File: config.mk
export PLATFORM = sky130hd
export DESIGN_NAME = rack_receiver
export DESIGN_NICKNAME = d
export VERILOG_FILES = /design/src/rtl/rack_pkg.sv /design/src/rtl/rack_fifo.sv /design/src/rtl/rack_receiver.sv
export SDC_FILE = /design/constraint.sdc
export NUM_CORES = 1
export LEC_CHECK = 0
export ABC_AREA = 1
export CORE_MARGIN = 2
export CORE_UTILIZATION = 40
export CTS_CLUSTER_SIZE = 16
export DETAILED_ROUTE_END_ITERATION = 8
export PLACE_DENSITY = 0.61
export SLEW_MARGIN = 20
export SYNTH_ARGS = -nofsm -noshare
export SYNTH_HDL_FRONTEND = slang
export SYNTH_HIERARCHICAL = 1
export SYNTH_SLANG_ARGS = --single-unit
File: constraint.sdc
create_clock -name clk -period 2.4 [get_ports clk]
set_clock_uncertainty 0.05 [all_clocks]
set_input_delay 0.6 -clock clk [delete_from_list [all_inputs] [get_ports clk]]
set_output_delay 0.6 -clock clk [all_outputs]
set_load 0.1 [all_outputs]
File: src/rtl/rack_pkg.sv
// Shared FSM state type and default sizing for the rack_receiver handshake-to-FIFO bridge.
package rack_pkg;

  localparam int RACK_DATA_W = 8;
  localparam int RACK_DEPTH  = 4;

  typedef enum logic [1:0] {
    WAIT_LOW = 2'd0,
    IDLE     = 2'd1,
    ACK      = 2'd2
  } rack_state_e;

endpackage

File: src/rtl/rack_fifo.sv
// Show-ahead FIFO holding captured Rdata words; push is ignored when full, pop when empty.
module rack_fifo
  import rack_pkg::*;
#(
  parameter int DATA_W = RACK_DATA_W,
  parameter int DEPTH  = RACK_DEPTH
) (
  input  logic                   clk,
  input  logic                   rst,
  input  logic                   i_push,
  input  logic [DATA_W-1:0]      i_data,
  input  logic                   i_pop,
  output logic [DATA_W-1:0]      o_data,
  output logic                   o_full,
  output logic                   o_empty,
  output logic [$clog2(DEPTH):0] o_count
);

  localparam int AW = $clog2(DEPTH);
  localparam logic [AW:0] FULL_CNT = (AW+1)'(DEPTH);

  logic [DATA_W-1:0] r_mem [DEPTH];
  logic [AW-1:0]     r_wr_ptr;
  logic [AW-1:0]     r_rd_ptr;
  logic [AW:0]       r_count;
  logic              w_push;
  logic              w_pop;

  assign o_full  = (r_count == FULL_CNT);
  assign o_empty = (r_count == '0);
  assign w_push  = i_push && !o_full;
  assign w_pop   = i_pop && !o_empty;
  assign o_data  = r_mem[r_rd_ptr];
  assign o_count = r_count;

  // Pointers wrap naturally because DEPTH is a power of two.
  always_ff @(posedge clk) begin
    if (rst) begin
      r_wr_ptr <= '0;
      r_rd_ptr <= '0;
      r_count  <= '0;
    end else begin
      if (w_push) r_wr_ptr <= r_wr_ptr + 1'b1;
      if (w_pop)  r_rd_ptr <= r_rd_ptr + 1'b1;
      case ({w_push, w_pop})
        2'b10:   r_count <= r_count + 1'b1;
        2'b01:   r_count <= r_count - 1'b1;
        default: r_count <= r_count;
      endcase
    end
  end

  always_ff @(posedge clk) begin
    if (w_push) r_mem[r_wr_ptr] <= i_data;
  end

endmodule

File: src/rtl/rack_receiver.sv
// Four-phase Rreq/Rack receiver feeding a show-ahead FIFO.
// Define RREQ_SYNC_EN to pass Rreq through a two-flop synchronizer (asynchronous upstream).
module rack_receiver
  import rack_pkg::*;
#(
  parameter int DATA_W = RACK_DATA_W,
  parameter int DEPTH  = RACK_DEPTH
) (
  input  logic                   clk,
  input  logic                   rst,
  input  logic                   Rreq,
  input  logic [DATA_W-1:0]      Rdata,
  output logic                   Rack,
  output logic                   out_valid,
  output logic [DATA_W-1:0]      out_data,
  input  logic                   out_ready,
  output logic [$clog2(DEPTH):0] count
);

  rack_state_e r_state;
  logic        r_rack;
  logic        w_rreq_s;
  logic        w_sync_ok;
  logic        w_push;
  logic        w_full;
  logic        w_empty;

`ifdef RREQ_SYNC_EN
  logic r_sync_p0;
  logic r_sync_p1;
  logic r_sync_vld_p0;
  logic r_sync_vld_p1;

  // The valid shadow keeps WAIT_LOW from trusting the reset zeros before real Rreq samples arrive.
  always_ff @(posedge clk) begin
    if (rst) begin
      r_sync_p0     <= 1'b0;
      r_sync_p1     <= 1'b0;
      r_sync_vld_p0 <= 1'b0;
      r_sync_vld_p1 <= 1'b0;
    end else begin
      r_sync_p0     <= Rreq;
      r_sync_p1     <= r_sync_p0;
      r_sync_vld_p0 <= 1'b1;
      r_sync_vld_p1 <= r_sync_vld_p0;
    end
  end

  assign w_rreq_s  = r_sync_p1;
  assign w_sync_ok = r_sync_vld_p1;
`else
  assign w_rreq_s  = Rreq;
  assign w_sync_ok = 1'b1;
`endif

  // Fullness is the registered count, so a same-edge pop never frees a slot for this push.
  assign w_push = (r_state == IDLE) && w_rreq_s && !w_full;

  always_ff @(posedge clk) begin
    if (rst) begin
      r_state <= WAIT_LOW;
      r_rack  <= 1'b0;
    end else begin
      case (r_state)
        WAIT_LOW: begin
          if (w_sync_ok && !w_rreq_s) r_state <= IDLE;
        end
        IDLE: begin
          if (w_push) begin
            r_state <= ACK;
            r_rack  <= 1'b1;
          end
        end
        ACK: begin
          if (!w_rreq_s) begin
            r_state <= IDLE;
            r_rack  <= 1'b0;
          end
        end
        default: begin
          r_state <= WAIT_LOW;
          r_rack  <= 1'b0;
        end
      endcase
    end
  end

  assign Rack      = r_rack;
  assign out_valid = !w_empty;

  rack_fifo #(
    .DATA_W (DATA_W),
    .DEPTH  (DEPTH)
  ) u_fifo (
    .clk     (clk),
    .rst     (rst),
    .i_push  (w_push),
    .i_data  (Rdata),
    .i_pop   (out_ready),
    .o_data  (out_data),
    .o_full  (w_full),
    .o_empty (w_empty),
    .o_count (count)
  );

endmodule

## After elaboration in Yosys (flattened, before gate mapping)

Memories as Yosys holds them, arrays and structs flattened. A register that Yosys moved wholly into a read port is not among the register bits.
Cells that the tools add are included.

- Flip-flop bits (word level): 10
- RAM bits: 32
- Bits of input ports: 12
- Output and inout port bits: 13
- Word-level logic and storage cells: 42
- Memories: 1

- Add/sub/neg operators: 4
- Equality and inequality tests: 8
- Mux-type cells: 11
- Bitwise logic cells: 1
- Reductions and logical operators: 12

Memories:

| name | depth | width | rd ports | clocked after memory_dff | write ports | line | RTL |
|---|---|---|---|---|---|---|---|
| u_fifo.r_mem | 4 | 8 | 1 | 1 | 1 | rack_fifo.sv:22 | `logic [DATA_W-1:0] r_mem [DEPTH];` |

Operators by type and width:

| kind | number |
|---|---|
| $mux 2 | 4 |
| $pmux 3 s2 | 1 |
| $add 2x1->2 const B | 2 |
| $eq 2x1->1 const B | 2 |
| $eq 2x2->1 const B | 2 |
| $logic_and 1x1->1 | 4 |
| $mux 1 | 4 |
| $ne 2x2->1 const B | 2 |
| $pmux 2 s2 | 1 |
| $add 3x1->3 const B | 1 |
| $eq 3x3->1 const B | 1 |
| $logic_not 3->1 | 1 |
| $pmux 1 s3 | 1 |
| $reduce_and 3->1 | 1 |
| $sub 3x1->3 const B | 1 |
| $logic_not 1->1 | 2 |
| $logic_not 2->1 | 1 |
| $ne 2x1->1 const B | 1 |
| $reduce_and 2->1 | 1 |
| $reduce_bool 2->1 | 1 |
| $reduce_or 2->1 | 1 |
| $not 1->1 | 1 |

## Longest topological paths before layout

- Word-level depth: 6
- Depth in mapped cells: 16
- Mapped depth without buffers: 16

## Cells and area by module

Netlist, hierarchy kept.

By module, submodules not included:

| module | instances | cells each | area each (um^2) | sequential area each (um^2) |
|---|---|---|---|---|
| rack_fifo | 1 | 146 | 1,691.6 | 1,141.1 |
| rack_receiver | 1 | 20 | 148.9 | 60.1 |

## Worst setup path after synthesis

OpenSTA, ideal clock, no wires.

- Path type: register -> output
- Start point: register with a tool-made name
- End point: output port out_data[0]
- Arrival: 2,101 ps
- Data required time: 1,750 ps
- Path slack: -351 ps
- Stages on the path, launching flop included: 5
- Path buffers: 1
- Cell sequence: dfxtp_1 -> inv_2 -> buf_6 -> o21ai_2 -> o22ai_1

RTL lines:

| item | line | RTL |
|---|---|---|
| end: declaration | rack_receiver.sv:15 | `output logic [DATA_W-1:0] out_data,` |

==> impl_summary.txt <==
----------------------------------------------------
[STA]
  Total negative setup slack ... 0 ns
  Slew @ Worst Pin ... 0.3530 ns
  Normalized max-slew margin ... 76.43%
  Final hold viol count ... 0
  Portion of the clock cycle consumed by the worst path in the final layout ... 93.94%
  RSZ-0062 raised after global routing ... no
  Clock period minus worst slack ... 2.254 ns
  Achievable frequency ... 0.4436 GHz
  Setup-failing EPs final ... 0
  Final number of max-transition violations ... 0
  Worst-case hold slack ... 0.4256 ns

[Floorplan]
  Vertical die dimension ... 71.83 µm
  Std cell rows ... 24
  Die Span X ... 71.83 µm
  Starting Density ... 41.98%
  Ports placed on the boundary ... 25
  Area of the core region ... 4384 µm²
  Die ar. ... 5160 µm²

[Routing]
  Total length of routed wires ... 3569 µm
  Number of detailed-route iterations in the first pass ... 2
  Wire per inst ... 13.94 µm
  Via-per-instance ratio ... 5.043
  Starting DRT DRC Count ... 79
  Via count ... 1291
  Post-DRT Antenna Nets ... 0
  DRC violations left ... 0

[GRT]
  Met1 routing resource usage after global routing ... 16.73%
  Aggregate global routing overflow ... 0
  GRT met3 Usage ... 5.063%
  Wire length of the first global-routing pass ... 5809 µm
  Global-route met2 utilization ... 26.85%
  Routing layer with the top usage in global route ... met2
  Vias in the first global route ... 1284
  Maximum number of pins on one net before global-route repair ... 17
  Total GRT Usage ... 14.94%
  Initial antenna violation count ... 0

[Synth]
  Top cell type's share of synthesized area ... 52.21%
  Synthesized-area fraction occupied by and/or/nand/nor cells ... 13.19%
  Top cells by area, synth ... edfxtp_1 (52%), dfxtp_1 (13%), nor2_1 (5.3%)
  Number of distinct library cell variants in the gate-level netlist after synthesis ... 22
  Most used standard cell by instance count after synthesis ... edfxtp_1
  Synth Area in Compound Gates ... 10.74%
  Main combinational cell family by area after synthesis ... simple AND/OR/NAND/NOR gates
  Fraction of synthesized cell area in xor and xnor cells ... 0%
  Post-Synth Adder-Cell Area ... 4.487%
  Commonest cells post-synth ... edfxtp_1 (32), nor2_1 (26), inv_1 (23), nand2_1 (17), o21ai_0 (14)
  Yosys warns ... 6
  Post-Syn Instances ... 166
  Most instantiated flip-flop cell in the synthesis netlist ... edfxtp_1
  Fraction of synthesized area in multiplexers ... 0%
  Syn avg cell area ... 11.09 µm²
  Sequential cell area fraction in the yosys report ... 65.26%
  Share of synthesized flip-flops with an asynchronous set or reset ... 0%
  FF+latch count, synth ... 44
  Post-synthesis instance area ... 1841 µm²
  Number of enable-type register cells in the synthesized netlist ... 32
  Area leader, netlist ... edfxtp_1
  Syn nets ... 184

[Layout]
  FF/Latch Area ... 1205 µm²
  Area Overhead vs Synth ... 30.80%
  Share of cells above drive strength 1 ... 24.51%
  Fill cell count ... 391
  Area occupied by multi-input gates ... 573.1 µm²
  Diodes inserted ... 0
  Post-layout net count ... 221

[Setup path]
  Worst setup path category ... reg2out
  Critical path endpoint category ... output pin
  Critical Path AT ... 1.60 ns
  Category of the worst setup path launch point ... flop
  Peak per-stage delay on the critical path ... 0.51 ns
  Critical-path cell list ... inv_2 > o21ai_0 > o22ai_2 > buf_12
  Critical-path top delay cell ... dfxtp_1
  Data required, critical path ... 1.75 ns
  Largest fanout on the critical path ... 16

[Power and ir drop]
  Sequential fraction of design power ... 32.3%
  Total Power Consumption ... 0.002900 W
  Clock network fraction of design power ... 15.8%
  P_sw ... 0.001316 W
  Worst ir drop on vdd ... 0.0006363 V
  Power per cell area ... 1205 nW/µm²
  Power share of the combinational group ... 51.9%
  Int Power ... 0.001585 W
  Static leakage power ... 0.9361 nW
  Switching share of power ... 45.36%

[Worst hold path]
  Tightest Hold Check Type ... reg2reg

[Placement]
  Sum of net half-perimeters after detailed placement ... 2538 µm
  Total of buffers placed on input and output ports ... 24
  Final estimated routing congestion in global placement ... 0.8605

[Status]
  Run status ... finished, final reports clean

[Clock tree]
  H-tree depth ... 2
  Clk Latency, worst-skew pair ... 0.29 ns
  Root buffer cell ... clkbuf_8
  TritonCTS clock tree ... built
  Total of hold buffers inserted after clock tree synthesis ... 0
  Clock buffers created by TritonCTS ... 5
  Post-cts repair resize count ... 0
  Clock-pin slew reported for the worst setup and hold paths after clock tree synthesis ... 0.07 ns
  TritonCTS sink count ... 44
  Post CTS Setup Buffer Count ... 0
  Number of buffers on the longest clock path ... 2

[Job]
  Number of max-capacitance violations reported ... 0

----------------------------------------------------
==> routing by layer <==
layer / part of all wire, % / vias to the layer above
li1: - / 632
met2: 54 / 22
met1: 42 / 635
met3: 4.0 / 2
met4: 0.48 / 0
met5: 0 / -
==> critical path, delay by kind of cell, from the launching register on <==
kind                   cells  cell delay, ns
buffers and inverters      2            0.39
DFF                        1            0.51
AOI/OAI and AO/OA          2            0.41
==> logic make-up after synthesis <==
family | after synthesis
simple gates | 55
fa+ha+maj | 6
flops | 44
buf+inv | 27
compound gates | 34
==> path summary, 6_finish.rpt <==
path | startpoint | to | slack (ns) | cells past startpoint
worst max-delay path | flop | out_data[4] | 0.15 | 4
worst min-delay path | Rack | Rack | 0.43 | 2
worst max register to register | u_fifo/o_count[1] | u_fifo/o_count[2] | 0.32 | 16
worst min register to register | Rack | Rack | 0.43 | 2
==> metrics by stage <==
step | setup WS, ns | instances | cell area (µm²) | utilization [%]
finish | 0.1456 | 256 | 2407 | 54.91
global route | 0.02655 | 256 | 2407 | 54.91
CTS | 0.1405 | 256 | 2407 | 54.91
detailed placement | -0.01541 | 248 | 2317 | 52.85
global placement | 0.07397 | 248 | 2317 | 52.85
floorplan | 0.1582 | 166 | 1894 | -
==> cells in the final DEF, fill, tap and decap left out <==
cell,synthesis,routed
clkdlybuf4s50_1,0,11
o21ai_2,3,3
nor2_1,26,26
o21ai_1,1,1
buf_12,0,9
clkbuf_1,0,2
inv_2,2,2
fa_1,1,1
ha_1,5,5
nand3_2,1,1
edfxtp_1,32,32
nand3_1,6,6
dfxtp_1,12,9
a21oi_1,6,6
inv_1,23,23
nand2_2,2,2
nor2_2,1,1
a21oi_2,1,1
a22oi_1,1,1
o21ai_0,14,14
buf_4,0,12
nor2_4,1,1
nand2_1,17,17
nand2_4,1,1
o22ai_2,0,8
clkbuf_8,0,6
dfxtp_2,0,3
==> area by class of cell <==
| class | count | share of cell area [%] |
|---|---|---|
| Clock buffer | 8 | 3.742 |
| Inverter | 25 | 3.898 |
| Multi-Input combinational cell | 95 | 23.80 |
| Sequential cell | 44 | 50.05 |
| Tap cell | 52 | 2.703 |
| Timing Repair Buffer | 32 | 15.80 |
==> registers in the layout, indices dropped and copies added (netlist names), named ones only <==
register         count
Rack                 1
r_state              2
u_fifo/o_count       3
u_fifo/r_mem        32
u_fifo/r_rd_ptr      2
u_fifo/r_wr_ptr      2
==> power by group through the flow <==
stage	registers (W)	logic [W]	clock network [W]
final	0.000938	0.00151	0.000457
after global routing	0.000944	0.00158	0.000508
after CTS	0.000937	0.00151	0.000471
after detailed placement	0.000953	0.00151	0
after global placement	0.000951	0.00149	0
after floorplan	0.00108	0.000907	0
(Power assumes the default switching activity.)
